===== src/rtl/axis_frame_packer.sv =====
// axis_frame_packer: serial complex-sample AXI-Stream to BUS_NUM-wide beats.
// Waits for a start-of-frame marker, then packs BUS_NUM consecutive samples
// per output beat and flags the last beat of each FFT_SIZE-sample frame.
// A sample is {re, im}, each DATA_W bits signed, re in the upper half.
module axis_frame_packer #(
   parameter int FFT_SIZE = 8192,
   parameter int BUS_NUM  = 2,
   parameter int DATA_W   = 16,
   parameter int BEAT_AW  = $clog2(FFT_SIZE / BUS_NUM),
   parameter int LANE_AW  = $clog2(BUS_NUM)
) (
   input  logic                                clk,
   input  logic                                rst_n,
   input  logic                                en,
   input  logic                                in_tvalid,
   output logic                                in_tready,
   input  logic                                in_tuser,
   input  logic [2*DATA_W-1:0]                 in_tdata,
   output logic                                out_tvalid,
   input  logic                                out_tready,
   output logic                                out_tlast,
   output logic [BUS_NUM-1:0][2*DATA_W-1:0]    out_tdata,
   output logic [1:0]                          state_o,
   output logic [15:0]                         frame_cnt,
   output logic                                sof_err
);

   localparam int SMP_W = 2 * DATA_W;
   localparam logic [LANE_AW-1:0] LANE_LAST = LANE_AW'(BUS_NUM - 1);
   localparam logic [BEAT_AW-1:0] BEAT_LAST = BEAT_AW'(FFT_SIZE / BUS_NUM - 1);

   typedef enum logic [1:0] {
      ST_IDLE = 2'd0,
      ST_SYNC = 2'd1,
      ST_PACK = 2'd2
   } state_t;

   state_t                          state_q, state_d;
   logic [LANE_AW-1:0]              lane_q, lane_d;
   logic [BEAT_AW-1:0]              beat_q, beat_d;
   logic [BUS_NUM-2:0][SMP_W-1:0]   gather_q, gather_d;
   logic [BUS_NUM-1:0][SMP_W-1:0]   out_data_q, out_data_d;
   logic                            out_valid_q, out_valid_d;
   logic                            out_last_q, out_last_d;
   logic [15:0]                     frame_cnt_q, frame_cnt_d;
   logic                            sof_err_q, sof_err_d;

   logic lane_full;
   logic sof_slot;
   logic hs;
   logic pop;

   assign lane_full = (lane_q == LANE_LAST);
   // Sample 0 of a frame: first lane of the first beat.
   assign sof_slot  = (lane_q == '0) && (beat_q == '0);
   assign hs        = in_tvalid && in_tready;
   assign pop       = out_valid_q && out_tready;

   // Input ready: the closing sample of a beat stalls while the output slot is still occupied.
   always_comb begin
      in_tready = 1'b0;
      case (state_q)
         ST_SYNC: in_tready = 1'b1;
         ST_PACK: in_tready = !(lane_full && out_valid_q && !out_tready);
         default: in_tready = 1'b0;
      endcase
   end

   // Next-state: frame sync, lane gathering, beat emission and status.
   always_comb begin
      state_d     = state_q;
      lane_d      = lane_q;
      beat_d      = beat_q;
      gather_d    = gather_q;
      out_data_d  = out_data_q;
      out_last_d  = out_last_q;
      out_valid_d = pop ? 1'b0 : out_valid_q;
      frame_cnt_d = frame_cnt_q;
      sof_err_d   = 1'b0;

      case (state_q)
         ST_IDLE: begin
            if (en) state_d = ST_SYNC;
         end
         ST_SYNC: begin
            // Dropping en wins over a simultaneous SOF; non-SOF samples are discarded.
            if (!en) begin
               state_d = ST_IDLE;
            end else if (hs && in_tuser) begin
               gather_d[0] = in_tdata;
               lane_d      = LANE_AW'(1);
               beat_d      = '0;
               state_d     = ST_PACK;
            end
         end
         ST_PACK: begin
            if (hs) begin
               // SOF must be present exactly on sample 0; either violation is only flagged.
               sof_err_d = in_tuser ^ sof_slot;
               if (lane_full) begin
                  for (int i = 0; i < BUS_NUM - 1; i++) begin
                     out_data_d[i] = gather_q[i];
                  end
                  out_data_d[BUS_NUM-1] = in_tdata;
                  out_valid_d = 1'b1;
                  out_last_d  = (beat_q == BEAT_LAST);
                  lane_d      = '0;
                  beat_d      = beat_q + BEAT_AW'(1);
                  if (beat_q == BEAT_LAST) begin
                     frame_cnt_d = frame_cnt_q + 16'd1;
                     if (!en) state_d = ST_IDLE;
                  end
               end else begin
                  for (int i = 0; i < BUS_NUM - 1; i++) begin
                     if (lane_q == LANE_AW'(i)) gather_d[i] = in_tdata;
                  end
                  lane_d = lane_q + LANE_AW'(1);
               end
            end
         end
         default: state_d = ST_IDLE;
      endcase
   end

   // State and datapath registers with asynchronous reset.
   always_ff @(posedge clk or negedge rst_n) begin
      if (!rst_n) begin
         state_q     <= ST_IDLE;
         lane_q      <= '0;
         beat_q      <= '0;
         gather_q    <= '0;
         out_data_q  <= '0;
         out_valid_q <= 1'b0;
         out_last_q  <= 1'b0;
         frame_cnt_q <= '0;
         sof_err_q   <= 1'b0;
      end else begin
         state_q     <= state_d;
         lane_q      <= lane_d;
         beat_q      <= beat_d;
         gather_q    <= gather_d;
         out_data_q  <= out_data_d;
         out_valid_q <= out_valid_d;
         out_last_q  <= out_last_d;
         frame_cnt_q <= frame_cnt_d;
         sof_err_q   <= sof_err_d;
      end
   end

   assign out_tvalid = out_valid_q;
   assign out_tlast  = out_last_q;
   assign out_tdata  = out_data_q;
   assign state_o    = state_q;
   assign frame_cnt  = frame_cnt_q;
   assign sof_err    = sof_err_q;

endmodule


===== config.mk =====
export PLATFORM = sky130hd
export DESIGN_NAME = axis_frame_packer
export DESIGN_NICKNAME = d
export VERILOG_FILES = /design/src/rtl/axis_frame_packer.sv
export SDC_FILE = /design/constraint.sdc
export NUM_CORES = 1
export LEC_CHECK = 0
export ABC_AREA = 1
export CORE_AREA = 2 2 106 108
export CTS_CLUSTER_DIAMETER = 40
export DETAILED_ROUTE_END_ITERATION = 7
export DIE_AREA = 0 0 108 110
export GPL_TIMING_DRIVEN = 0
export PLACE_DENSITY = 0.84
export SYNTH_ARGS = -nofsm -noshare
export SYNTH_HDL_FRONTEND = slang
export SYNTH_SLANG_ARGS = --single-unit

===== constraint.sdc =====
create_clock -name clk -period 3.7 [get_ports clk]
set_input_delay 0.74 -clock clk [delete_from_list [all_inputs] [get_ports clk]]
set_output_delay 0.74 -clock clk [all_outputs]
set_load 0.1 [all_outputs]

* Yosys cells after proc, flatten, opt, wreduce, memory -nomap -nowiden
Index checks and enable logic that the tools add are counted.
Cells by class: add/sub/neg operators 3, eq/ne operators 12, muxes and demuxes 30, bitwise gates (word level) 2, reduce and logical (&&, ||, !) cells 17
Operators with widths (count):
- 2-to-1 mux 32 bit | 4
- case mux 32 bit (2 select lines) | 1
- 2-to-1 mux 12 bit | 4
- case mux 12 bit (2 select lines) | 1
- adder 16 x 1 -> 16 bit, second input constant | 1
- inequality test 2 bit, second input constant | 8
- 2-to-1 mux 2 bit | 7
- adder 12 x 1 -> 12 bit, second input constant | 1
- == test 12 bit, second input constant | 1
- zero test 12 bit | 1
- 2-to-1 mux 1 bit | 10
- AND reduction 5 bit | 2
- AND reduction 4 bit | 2
- logical AND 1 bit | 6
- case mux 2 bit (3 select lines) | 1
- AND reduction 6 bit | 1
- case mux 1 bit (2 select lines) | 2
- inequality test 3 bit, second input constant | 1
- AND reduction 3 bit | 1
- == test 2 x 1 -> 1 bit, second input constant | 1
- == test 2 bit, second input constant | 1
- zero test 1 bit | 2
- zero test 2 bit | 1
- nonzero test 2 bit | 1
- 3 further kinds | 3
Storage, ports and cells: register bits after elaboration 130, bits of input ports 38, output and inout bits 86, logic and storage cells 74

* Longest topological paths before layout
Gate-level depths: netlist of the first run.
depth in word-level cells 9, gate-level depth with buffers 12

* Worst setup path after synthesis of the first run
OpenSTA, ideal clock, no wires.
path type register -> output, from register state_q[0], in the netlist state_o[0], to output in_tready, data arrival time 3.011 ns, data required time 2.960 ns, path slack -0.051 ns, stages on the path, launching flop included 5, buffers on the path 0, cell sequence dfrtp_1 > inv_1 > ha_1 > inv_1 > a21oi_1
On the way: longest elaborated chain between the ends 2, elaborated cells between the ends (all ways) 3
RTL lines:
- start, declared | RTL line 38 | state_t state_q, state_d;
- start signal, assigned | RTL line 138 | state_q <= state_d;
- == test 2 bit / == test 2 x 1 -> 1 bit (equally long branches) | RTL line 62 | case (state_q)
- case mux 1 bit (2 select lines) * | RTL line 62
- end, declared | RTL line 16 | output logic in_tready,
Mark *: on every way between the ends. The rest lies on a longest branch, timed or not.

* Final worst setup path of the first run
Same ends and word-level chain as after synthesis.

==> results of run 1 <==
-- area by class of cell --
cell class | count | area share, %
multi-input combinational | 512 | 28.6
clock buffer | 17 | 5.31
buffer | 26 | 2.18
tap | 140 | 2.25
inverter | 37 | 1.78
clock inverter | 14 | 1.99
sequential | 130 | 41.7
timing repair buffer | 124 | 16.2
-- critical path, cell delays in order (launching register included) --
cell	delay [ps]
dfrtp_1	420
inv_1	100
ha_1	150
buf_4	170
o21ai_0	120
a21oi_2	160
clkdlybuf4s50_1	1150
-- per-stage QoR --
stage	setup slack, ps	power (mW)
after detailed placement	234	5.32
after floorplan	557	4.47
final	174	6.92
after CTS	157	6.95
after global routing	69.7	7.25
after global placement	-3010	5.22
-- power by group through the flow --
stage	clock network, mW	registers (mW)	logic (mW)
global route	1.71	2.09	3.45
detailed placement	0	2.05	3.26
global placement	0	2.03	3.18
CTS	1.63	2.04	3.28
finish	1.62	2.04	3.26
floorplan	0	3.62	0.841
-- flip-flops by register name, indices dropped and copies added (netlist names) --
signal and flops:
lane_full 1, out_tvalid 1, out_tlast 1, state_o 2
frame_cnt 16, gather_q 32, out_tdata 64, beat_q 12
sof_err 1
-- cell families after synthesis --
group	share of synthesized area (%)
AND/OR/NAND/NOR	31.5
flip-flops	56.2
buffers and inverters	5.34
AO/OA/AOI/OAI	2.55
XOR/XNOR	3.03
adder cells (fa/ha/maj)	1.30
-- worst paths after layout --
| path | from | to | slack, ps | cells past startpoint |
|---|---|---|---|---|
| max | state_o[0]$_DFFE_PN0P_ | in_tready | 170 | 6 |
| min | rst_n | frame_cnt[9]$_DFFE_PN0P_ | 160 | 1 |
| max reg2reg | state_o[0]$_DFFE_PN0P_ | gather_q[17]$_DFFE_PN0P_ | 1650 | 10 |
| min reg2reg | out_tdata[2]$_DFFE_PN0P_ | out_tdata[2]$_DFFE_PN0P_ | 470 | 2 |
| max in group asynchronous | rst_n | out_tdata[10]$_DFFE_PN0P_ | 2800 | 2 |
| min in group clk | out_tdata[2]$_DFFE_PN0P_ | out_tdata[2]$_DFFE_PN0P_ | 470 | 2 |
-- cell usage in the layout, fill, tap and decap left out, types with 10 or more instances in the layout --
master           Yosys  layout
buf_2               10      10
buf_4               10      10
clkbuf_16            0      16
clkdlybuf4s50_1      0     122
dfrtp_1            130     130
inv_1               34      34
nand2_1            384     384
nand3_1             20      20
nor2_1              30      30
nor3_1              11      11
xor2_1              13      13
-- routing by layer --
layer	wire [um]	global-route usage, %	vias to the layer above	share of wire, %
met5	0	0	-	0
met4	341	12.0	0	2.3
met3	881	5.94	31	6.0
met2	7670	46.6	169	52
met1	5890	32.1	2443	40
li1	-	-	2457	-
==> metrics.csv, run 1 <==
metric,value,unit
peakVddDrop,0.596,mV
fillers,812,
p_leak,3.97,nW
cp.arrival,2790,ps
ys_types,26,
synth_top_cell_by_area,dfrtp_1,
ant_nets,0,
synth-main-ff-cell,dfrtp_1,
swShare,49.1,%
dieArea,11900,sq um
grt_overflow_total,0,
clockRootBuffer,clkbuf_8,
hold_class,in2async,
multi_input_area,2230,sq um
yosys_register_bits,130,
cp-end-kind,output pin,
numPortBuffers,123,
synthTopCellsByArea,"dfrtp_1 (56%), nand2_1 (25%), inv_1 (2.2%)",
holdBufCountCts,0,
grt_pass1_wl,24.5,mm
worstMarginPinSlew,1030,ps
drt_iter0_markers,270,
finalSetupTns,0,ps
p_comb_share,47.1,%
seqPwrFrac,29.5,%
synthCells,705,
cts_tree,yes,
grt_pass1_vias,5204,
critPathKind,reg2out,
post_drt_wl_per_cell,14.8,um
p_per_area,889,nW/um^2
numCtsBuffers,17,
crit_fanout,10,
synth_fp_nets,749,
cp.required,2960,ps
diodes,0,
rows,38,
clockBufferDepth,2,
dp_hpwl,10.5,mm
cts_sinks,130,
cp-start-kind,flop,
synth_area,5780,sq um
p_int,3.52,mW
synth.most_common_cell,nand2_1,
switchingPower,3.40,mW
status,"complete, no violations",
cts_max_level,4,
fp.dieH,110,um
nets,892,
syn_area_per_cell,8.20,sq um
cts_resized,0,
gp_congestion,0.940,
setup_viol,0,
rsz0062_at_grt,false,
synth_top_cells_by_count,"nand2_1 (384), dfrtp_1 (130), inv_1 (34)",
yosysTopAreaCellShare,56.2,%
drv_slew,0,
max_freq,284,MHz
clkSlewWorstSetupHoldPaths,60,ps
ys_seq_area_share,56.2,%
drive_gt1_share,8.14,%
slew_headroom,31.1,%
die_w,108,um
clock_skew,9.61,ps
io_pins,124,
grt_max_degree,81,
async_reset_ff_share,100,%
ys.warnings.count,0,
antenna_found_initial,0,
core,10700,sq um
vias,5100,
postLayoutCoreUtil,72.8,%
hold_viol_final,0,
period_share,95.3,%
viasPerCell,5.10,
dp.cells,969,
post_cts_buffers,0,
synthToLayoutAreaGrowth,34.7,%
clk_latency,520,ps
fin_cells,1000,
placed_cell_area,7220,sq um
synth-edff-count,0,
clockPowerShare,23.3,%
track_usage,26.8,%
period_needed,3530,ps
holdWs,158,ps
drc,0,
totalWireLength,14.8,mm
initial_utilization,54.1,%
fin_area,7790,sq um
first_pass_iters,4,
maxCapViolations,0,
register_area,3250,sq um
Power figures use the tool's default switching activity.
==> run 2: changes to the inputs <==
CORE_AREA = 2 2 116 118   (was 2 2 106 108)
DIE_AREA = 0 0 118 120   (was 0 0 108 110)
PLACE_DENSITY = 0.75   (was 0.84)
clock period = 3 ns   (was 3.7 ns; I/O delays follow)
==> metrics.csv, run 2 (synthesized netlist as in run 1, its figures left out) <==
metric,value,unit,change
status,"complete, no violations",,
diodes,0,,unchanged
period_needed,2710,ps,
cp.required,2400,ps,-560 ps
hold_viol_final,0,,unchanged
final_common_cell,nand2_1,,
dieArea,14200,sq um,+19%
path_cells,clkdlybuf4s50_1 -> nor2_1 -> inv_1 -> o21ai_0 -> a21oi_4 -> clkdlybuf4s15_2,,
clockPowerShare,24.3,%,+1.0 points
fin_area,7870,sq um,+1.0%
p_int,4.50,mW,+28%
rsz0062_at_grt,false,,
crit_fanout,2,,-8
nets,892,,unchanged
core,13000,sq um,+21%
grt_pass1_vias,4650,,-11%
synthToLayoutAreaGrowth,36.1,%,
clk_latency,420,ps,-100 ps
clock_skew,8.41,ps,-1.20 ps
numCtsBuffers,17,,unchanged
dp_hpwl,9.68,mm,-8.2%
grt_max_degree,77,,-4.9%
postLayoutCoreUtil,60.7,%,-12 points
slew_headroom,31.5,%,+0.39 points
cts_tree,yes,,
finalSetupTns,0,ps,unchanged
peakVddDrop,0.569,mV,-4.5%
period_share,90.4,%,
grt_overflow_total,0,,unchanged
die_w,118,um,+9.3%
p_total,8.58,mW,+24%
cp-start-kind,input port,,
max_stage_delay,470,ps,-680 ps
switchingPower,4.08,mW,+20%
seqPwrFrac,29.2,%,-0.3 points
initial_utilization,44.6,%,-9.5 points
fin_cells,1037,,+3.7%
antenna_found_initial,0,,unchanged
first_pass_iters,5,,+1
worstMarginPinSlew,1020,ps,-5.81 ps
placed_cell_area,7280,sq um,+0.73%
cts_max_level,4,,unchanged
numPortBuffers,123,,unchanged
mostFrequentLayoutCells,"nand2_1 (384), dfrtp_1 (130), clkdlybuf4s50_1 (121), inv_1 (34), nor2_1 (30)",,
ant_nets,0,,unchanged
post_drt_wl_per_cell,13.2,um,-11%
cts_sinks,130,,unchanged
p_comb_share,46.5,%,-0.6 points
dp_slack,-247,ps,-481 ps
largest_reg_flops,64,,unchanged
dp.cells,1005,,+3.7%
holdBufCountCts,0,,unchanged
critPathKind,in2out,,
setup_viol,0,,unchanged
drive_gt1_share,8.01,%,-0.13 points
cp-end-kind,output pin,,
rows,42,,+11%
totalWireLength,13.7,mm,-7.4%
p_leak,3.99,nW,+0.51%
drv_slew,0,,unchanged
drc,0,,unchanged
clockRootBuffer,clkbuf_16,,
hold_class,in2async,,
viasPerCell,4.71,,-7.6%
post_cts_buffers,0,,unchanged
max_freq,369,MHz,
grt_pass1_wl,23.1,mm,-5.8%
fillers,1161,,+43%
fp.dieH,120,um,+9.1%
clockBufferDepth,2,,unchanged
gp_congestion,0.877,,-6.7%
track_usage,20.8,%,-6.1 points
io_pins,124,,unchanged
vias,4889,,-4.1%
p_per_area,1090,nW/um^2,+23%
holdWs,143,ps,-14.9 ps
cp.arrival,2110,ps,-680 ps
multi_input_area,2230,sq um,+0.34%
maxCapViolations,0,,unchanged
worst_slack,288,ps,+114 ps
register_area,3250,sq um,unchanged
critPathSlowestCell,clkdlybuf4s15_2,,
drt_iter0_markers,333,,+23%
clkSlewWorstSetupHoldPaths,60,ps,about the same
swShare,47.6,%,-1.6 points
==> run 2: final cells by class <==
cell class / instances / area share, %
Timing Repair Buffer: 124 / 16.0
Buffer: 26 / 2.16
Tap cell: 176 / 2.80
Inverter: 37 / 1.76
Sequential cell: 130 / 41.3
Multi-Input combinational cell: 512 / 28.4
Clock buffer: 22 / 5.90
Clock inverter: 10 / 1.67
==> run 2: metal layers <==
| layer | wire (um) | global-route usage, % | share of wire, % | up-vias |
|---|---|---|---|---|
| li1 | - | - | - | 2454 |
| met4 | 192 | 6.55 | 1.4 | 0 |
| met5 | 0 | 0 | 0 | - |
| met2 | 6340 | 32.8 | 46 | 153 |
| met1 | 6190 | 26.6 | 45 | 2266 |
| met3 | 961 | 7.65 | 7.0 | 16 |
==> run 2: critical path, delay by kind of cell <==
kind,cells,cell delay (ps)
buf+inv,3,950
compound gates,2,380
simple gates,1,180
==> run 2: path summary, 6_finish.rpt <==
| path | startpoint | endpoint | slack [ps] | cells past startpoint |
|---|---|---|---|---|
| min in group clk | out_tdata[34]$_DFFE_PN0P_ | out_tdata[34]$_DFFE_PN0P_ | 470 | 2 |
| max in group asynchronous | rst_n | out_tdata[17]$_DFFE_PN0P_ | 2140 | 2 |
| max | out_tready | in_tready | 290 | 6 |
| min reg2reg | out_tdata[34]$_DFFE_PN0P_ | out_tdata[34]$_DFFE_PN0P_ | 470 | 2 |
| min | rst_n | beat_q[2]$_DFFE_PN0P_ | 140 | 1 |
| max reg2reg | state_o[1]$_DFFE_PN0P_ | gather_q[8]$_DFFE_PN0P_ | 930 | 10 |
==> run 2: power by group through the flow <==
stage	sequential, mW	clock (mW)	combinational, mW
CTS	2.51	2.11	4.03
global route	2.56	2.20	4.24
finish	2.51	2.09	3.99
global placement	2.52	0	3.97
floorplan	4.47	0	1.05
detailed placement	2.53	0	4.02
==> run 2: timing repair <==
action                                 in CTS  in global routing
endpoints found under the hold margin       0                  0
resized for setup                           3                  0
setup endpoints to repair                   1                  0
==> run 3: changes to the inputs <==
PLACE_DENSITY = 0.83   (was 0.75)
==> metrics.csv, run 3 (synthesized netlist as in run 1, its figures left out) <==
metric,value,unit,change
status,"complete, no violations",,
path_cells,inv_1 -> ha_1 -> buf_4 -> o21ai_0 -> a21oi_4 -> clkdlybuf4s15_2,,
core,13000,sq um,unchanged
first_pass_iters,5,,unchanged
reg2reg_depth,10,,unchanged
synthToLayoutAreaGrowth,35.0,%,
fin_cells,1035,,-0.19%
fp.dieH,120,um,unchanged
setup_viol,0,,unchanged
placed_cell_area,7280,sq um,unchanged
fillers,1145,,-1.4%
slew_headroom,29.5,%,-2.0 points
hold_class,in2async,,
diodes,0,,unchanged
regToRegEndpoint,gather_q[17]$_DFFE_PN0P_,,
cp.required,2400,ps,about the same
r2r_slack,950,ps,+20 ps
dp_hpwl,9.82,mm,+1.5%
drive_gt1_share,7.68,%,-0.33 points
cts_max_level,4,,unchanged
ant_nets,0,,unchanged
drc,0,,unchanged
vias,4848,,-0.84%
crit_fanout,10,,+8
clockRootBuffer,clkbuf_16,,
numCtsBuffers,17,,unchanged
clk_latency,420,ps,about the same
dp.cells,1005,,unchanged
max_freq,366,MHz,-0.82%
cts_tree,yes,,
post_drt_wl_per_cell,13.4,um,+1.4%
io_pins,124,,unchanged
clockBufferDepth,2,,unchanged
cp-end-kind,output pin,,
maxCapViolations,0,,unchanged
dieArea,14200,sq um,unchanged
fin_area,7810,sq um,-0.78%
drt_iter0_markers,311,,-6.6%
mostFrequentLayoutCells,"nand2_1 (384), dfrtp_1 (130), clkdlybuf4s50_1 (121), inv_1 (34), nor2_1 (30)",,
cts_sinks,130,,unchanged
rsz0062_at_grt,false,,
nets,892,,unchanged
largest_reg_flops,64,,unchanged
drv_slew,0,,unchanged
gp_congestion,0.863,,-1.6%
grt_pass1_vias,4719,,+1.5%
final_common_cell,nand2_1,,
cp-start-kind,flop,,
clock_skew,7.87,ps,-0.548 ps
viasPerCell,4.68,,-0.65%
grt_pass1_wl,22.9,mm,-0.84%
p_total,8.37,mW,-2.5%
cp.arrival,2130,ps,+20 ps
grt_max_degree,77,,unchanged
period_share,91.1,%,+0.75 points
critPathSlowestCell,clkdlybuf4s15_2,,
max_stage_delay,570,ps,+100 ps
rows,42,,unchanged
clkSlewWorstSetupHoldPaths,50,ps,about the same
holdBufCountCts,0,,unchanged
antenna_found_initial,0,,unchanged
p_per_area,1070,nW/um^2,-1.7%
numPortBuffers,123,,unchanged
track_usage,20.7,%,-0.058 points
finalSetupTns,0,ps,unchanged
peakVddDrop,0.699,mV,+23%
p_leak,3.96,nW,-0.90%
worstMarginPinSlew,1050,ps,+29.2 ps
critPathKind,reg2out,,
hold_viol_final,0,,unchanged
initial_utilization,44.6,%,unchanged
die_w,118,um,unchanged
reg2reg_from,state_o[1]$_DFFE_PN0P_,,
postLayoutCoreUtil,60.2,%,-0.47 points
totalWireLength,13.9,mm,+1.2%
grt_overflow_total,0,,unchanged
period_needed,2730,ps,+22.4 ps
run 3: power breakdown:
group	internal (mW)	switching, mW
sequential	2.23	0.279
clock	1.15	0.715
combinational	0.925	3.07
total	4.31	4.06
run 3: worst max-delay path: cells and delay by family, from the launching register on:
family                     cells  cell delay [ps]
AOI/OAI and AO/OA              2              330
adders and majority gates      1              150
buffers and inverters          3              830
DFF                            1              410
run 3: how the worst max path moves through the flow:
stage,slack [ps],endpoint,depth (start not counted),start
2_1_floorplan,290,in_tready,4,state_o[1]$_DFFE_PN0P_
3_3_place_gp,-3820,out_tdata[45]$_DFFE_PN0P_,1,rst_n
3_5_place_dp,-250,in_tready,6,out_tready
4_1_cts,220,in_tready,6,state_o[0]$_DFFE_PN0P_
5_1_grt,160,in_tready,6,out_tready
6_report,270,in_tready,6,state_o[0]$_DFFE_PN0P_
run 3: cell type report:
cell class / count / area, sq um / area share [%]
sequential: 130 / 3250 / 41.6
tap: 176 / 220 / 2.82
clock buffer: 26 / 509 / 6.52
clock inverter: 4 / 25.0 / 0.320
timing repair buffer: 124 / 1260 / 16.1
buffer: 26 / 170 / 2.18
multi-input combinational: 512 / 2230 / 28.6
inverter: 37 / 139 / 1.78
run 3: repair_timing:
action,CTS,global route
gates resized for setup,3,0
setup endpoints to repair,1,0
setup buffers,0,0
run 3: through the flow:
stage	setup slack [ps]	hold WS, ps
6_report	266	129
5_1_grt	155	175
4_1_cts	221	146
3_5_place_dp	-246	458
3_3_place_gp	-3820	453
2_1_floorplan	292	304
run 3: routing by layer:
metal	up-vias	wire (um)	GRT usage, %
met5	-	0	0
met4	0	243	9.04
met3	16	787	6.37
met2	120	6570	33.5
met1	2261	6260	25.7
li1	2451	-	-
